**src/rtl/bcd_to_bin_seq.sv**
```systemverilog
// bcd_to_bin_seq: iterative packed-BCD to binary converter, one digit per clock, MSD first.
module bcd_to_bin_seq #(
  parameter int DIGITS = 4,
  parameter int BIN_W  = 14
) (
  input  logic                  clk,
  input  logic                  rst_n,
  input  logic                  start,
  input  logic [4*DIGITS-1:0]   bcd_in,
  output logic                  busy,
  output logic                  done,
  output logic [BIN_W-1:0]      bin_out,
  output logic                  err
);
  localparam int CW = $clog2(DIGITS + 1);
  typedef enum logic {IDLE, CONV} state_t;
  state_t              state_q, state_d;
  logic [4*DIGITS-1:0] sr_q, sr_d;
  logic [BIN_W-1:0]    acc_q, acc_d, acc_next, bin_q, bin_d;
  logic [CW-1:0]       cnt_q, cnt_d;
  logic                bad_q, bad_d, busy_q, busy_d, done_q, done_d, err_q, err_d;
  logic [3:0]          dig;
  logic                bad_now;
  always_comb begin
    dig      = sr_q[4*DIGITS-1 -: 4];
    acc_next = (acc_q << 3) + (acc_q << 1) + BIN_W'(dig);
    bad_now  = bad_q | (dig > 4'd9);
    state_d  = state_q;
    sr_d     = sr_q;
    acc_d    = acc_q;
    cnt_d    = cnt_q;
    bad_d    = bad_q;
    busy_d   = busy_q;
    done_d   = 1'b0;
    bin_d    = bin_q;
    err_d    = err_q;
    if (state_q == IDLE) begin
      if (start) begin
        state_d = CONV;
        sr_d    = bcd_in;
        acc_d   = '0;
        cnt_d   = CW'(DIGITS);
        bad_d   = 1'b0;
        busy_d  = 1'b1;
      end
    end else begin
      acc_d = acc_next;
      sr_d  = sr_q << 4;
      cnt_d = cnt_q - CW'(1);
      bad_d = bad_now;
      // last digit: publish result, a bad digit anywhere forces zero
      if (cnt_q == CW'(1)) begin
        state_d = IDLE;
        busy_d  = 1'b0;
        done_d  = 1'b1;
        bin_d   = bad_now ? '0 : acc_next;
        err_d   = bad_now;
      end
    end
  end
  always_ff @(posedge clk or negedge rst_n) begin
    if (!rst_n) begin
      state_q <= IDLE;
      sr_q    <= '0;
      acc_q   <= '0;
      cnt_q   <= '0;
      bad_q   <= 1'b0;
      busy_q  <= 1'b0;
      done_q  <= 1'b0;
      bin_q   <= '0;
      err_q   <= 1'b0;
    end else begin
      state_q <= state_d;
      sr_q    <= sr_d;
      acc_q   <= acc_d;
      cnt_q   <= cnt_d;
      bad_q   <= bad_d;
      busy_q  <= busy_d;
      done_q  <= done_d;
      bin_q   <= bin_d;
      err_q   <= err_d;
    end
  end
  assign busy    = busy_q;
  assign done    = done_q;
  assign bin_out = bin_q;
  assign err     = err_q;
endmodule

```
**config.mk**
```make
export PLATFORM = sky130hd
export DESIGN_NAME = bcd_to_bin_seq
export DESIGN_NICKNAME = d
export VERILOG_FILES = /design/src/rtl/bcd_to_bin_seq.sv
export SDC_FILE = /design/constraint.sdc
export NUM_CORES = 1
export LEC_CHECK = 0
export ABC_CLOCK_PERIOD_IN_PS = 2700
export CAP_MARGIN = 20
export CORE_MARGIN = 8
export CORE_UTILIZATION = 50
export CTS_CLUSTER_SIZE = 14
export DETAILED_ROUTE_END_ITERATION = 7
export GPL_TIMING_DRIVEN = 0
export PLACE_DENSITY = 0.76
export SYNTH_ARGS = -nofsm -noshare
export SYNTH_HDL_FRONTEND = slang
export SYNTH_SLANG_ARGS = --single-unit
```
**constraint.sdc**
```tcl
create_clock -name clk -period 2.7 [get_ports clk]
set_clock_uncertainty 0.15 [all_clocks]
set_input_delay 0.54 -clock clk [delete_from_list [all_inputs] [get_ports clk]]
set_output_delay 0.54 -clock clk [all_outputs]
set_load 0.005 [all_outputs]
```
==> flow_summary_export.csv <==
group,metric,value,unit
yosys,netlist_instances,257,
drt,ant_nets,0,
yosys,synth_compound_area_share,18.1,%
clocking,cts_htree_levels,2,
yosys,yosysUniqueCellTypes,42,
yosys,synth_edf_count,0,
yosys,seq_area_frac_synth,46.7,%
global_routing,grt_max_degree,39,
yosys,synth_ff_type,"dfrtp_1",
yosys,async_reset_ff_share,100,%
placement,dp_hpwl,4510,µm
sta,rsz0062_at_grt,"true",
sta,finalCritPeriodShare,99.3,%
yosys,ys_ff_latch,51,
power_and_ir_drop,finalPower,4.43,mW
power_and_ir_drop,irDropWorstVdd,0.597,mV
clocking,insertion_delay,310,ps
yosys,avgSynthCellArea,10.6,µm²
drt,drt_first_iter_violations,57,
clocking,cts_tree,"yes",
final_layout,multi_input_area,1380,µm²
setup_path,r2r_end,"acc_q[12]",
clocking,clock_sinks,51,
yosys,syn_nets,302,
placement,place.gp.congestion,0.832,
sta,hold_violations,0,
setup_path,path_class,"reg2reg",
global_routing,grt_pass1_wl,10600,µm
die,coreArea,5410,µm²
placement,numPlacedInstances,364,
yosys,synth_top_cell_area_share,46.7,%
final_layout,final_cells,376,
clocking,root_buffer,"clkbuf_8",
setup_path,path_max_fanout,3,
placement,placed_area,3180,µm²
setup_path,worstPathRequired,2760,ps
drt,drc,0,
final_layout,areaGrowthSynthToFinish,22.8,%
final_layout,final_area,3350,µm²
run_status,status,"finished, final reports clean",
clocking,cts_buffers,5,
global_routing,grt_usage,15.8,%
yosys,synthMuxAreaShare,5.86,%
global_routing,grt_pass1_vias,2171,
job,maxCapViolCount,0,
power_and_ir_drop,powerDensity,1320,nW/µm²
clocking,path_clk_slew,100,ps
setup_path,cp-startpoint,"acc_q[0]",
yosys,post_synth_and_or_nand_nor_area_fraction,10.2,%
sta,drv_slew,0,
drt,routedWlPerCell,16.7,µm
sta,tightestPinTransition,519,ps
setup_path,worstRegToRegCells,8,
final_layout,regArea,1280,µm²
setup_path,critPathLaunchType,"flip-flop",
final_layout,antennaDiodeCount,0,
yosys,netlist_area,2730,µm²
global_routing,antenna_found_initial,0,
yosys,synth_warnings,0,
clocking,ctsLongestPathBuffers,2,
min_path,min_path_type,"reg2reg",
drt,drt_pre_antenna_iters,4,
die,dieArea,8090,µm²
setup_path,r2r-start,"acc_q[0]",
sta,fin_tns_setup,0,ps
setup_path,setup.worst_path.end,"acc_q[12]",
setup_path,r2r_setup_slack,20,ps
power_and_ir_drop,p_leak,1.58,nW
sta,maxSlewHeadroom,65.4,%
drt,post_drt_via_cell_ratio,5.61,
drt,dr_total_vias,2108,
drt,wl,6290,µm
yosys,synth_area_leaders,"dfrtp_1, ha_1, mux2i_1, a22o_1, o21ai_0",
global_routing,overflow,0,
final_layout,n_fill_cell,461,
die,ios,36,
sta,final.min_clock_period,2680,ps
yosys,synth_top_family_by_area,"compound AO/OA/AOI/OAI gates",
final_layout,drive_above_1_share,9.87,%
setup_path,critPathCaptureType,"flip-flop",
die,die_h,89.9,µm
yosys,synth_top_cell_by_area,"dfrtp_1",
yosys,synth_xor_area_share,2.56,%
die,initial_core_util,50.6,%
placement,io_buffers,34,
sta,setup_viol,0,
final_layout,nNetsFinal,348,
die,die_w,89.9,µm
yosys,synth_adder_area_share,12.5,%
die,rows,27,
sta,clock.fmax,373,MHz
setup_path,arrival,2740,ps
## sequential cells by signal (all words and copies together) (netlist names)
| name | count |
|---|---|
| acc_q | 13 |
| bad_q | 1 |
| bin_out | 14 |
| busy | 1 |
| cnt_q | 3 |
| done | 1 |
| err | 1 |
| sr_q | 16 |
| state_q | 1 |
## cells in the final DEF (no fill, tap or decap), drive strengths merged, types with 6 or more instances in the layout
master / count
buf: 12
clkdlybuf4s50: 33
a32o: 6
xnor2: 7
nor2: 12
o21ai: 23
clkbuf: 10
a21oi: 10
nand2: 27
ha: 24
inv: 14
a22o: 14
mux2i: 16
dfrtp: 51
## layout make-up
class                      count  share of cell area (%)
tap                           72                    2.69
clock buffer                   5                    2.05
multi-input combinational    180                    41.0
sequential                    51                    38.0
inverter                      14                    1.57
buffer                        12                    1.75
clock inverter                 3                    1.31
timing repair buffer          39                    11.6
## power breakdown
part	total, mW	switching [mW]	internal [mW]
registers	1.31	0.216	1.09
logic	2.57	1.33	1.24
clock network	0.550	0.274	0.277
total	4.43	1.82	2.61
## repair_timing
item / 4_1_cts / 5_1_grt
hold buffers: 1 / 0
endpoints found under the hold margin: 13 / 0
pin swaps: 1 / 7
setup endpoints to repair: 5 / 9
gates resized for setup: 2 / 7
buffers inserted: 1 / 2
## critical path, stage by stage (launching register included)
cell	delay, ps
dfrtp_1	390
inv_1	110
fa_2	480
fa_1	490
nand2b_1	210
a21oi_2	200
o21a_1	160
o21ai_0	120
a32o_1	270
## Yosys cell counts (4+ instances only)
master	number
dfrtp_1	51
a21oi_1	8
nand3_1	5
mux2i_1	16
ha_1	24
nand2_1	27
nor2_1	12
inv_1	14
a32o_1	6
clkbuf_1	5
xnor2_1	7
o21ai_0	22
a21o_1	4
a22o_1	14
## cell families after synthesis
family / count (synthesis)
xor+xnor: 8
flops: 51
fa+ha+maj: 26
buf+inv: 26
mux: 16
compound gates: 70
simple gates: 60
## per-stage QoR
stage          hold slack [ps]  utilization, %  worst slack [ps]
2_1_floorplan             94.4               -               178
3_3_place_gp               312            58.5              -626
3_5_place_dp               315            58.8             -11.1
4_1_cts                    341            61.3              4.42
5_1_grt                    363            62.1             -48.3
6_report                   337            62.1              17.8
## per-layer routing
metal | part of all wire [%] | vias up | track usage, %
li1 | - | 1016 | -
met1 | 44 | 1033 | 18.8
met2 | 50 | 49 | 27.5
met3 | 4.7 | 10 | 3.91
met4 | 1.7 | 0 | 4.58
met5 | 0 | - | 0
## worst min path at each step
stage	startpoint	depth (start not counted)	endpoint
2_1_floorplan	rst_n	0	acc_q[0]
3_3_place_gp	sr_q[4]	2	sr_q[8]
3_5_place_dp	rst_n	1	bin_out[6]
4_1_cts	bin_out[13]	2	bin_out[13]
5_1_grt	busy	2	busy
6_report	bin_out[13]	2	bin_out[13]
Note: power is estimated with default switching activity, not from simulation.
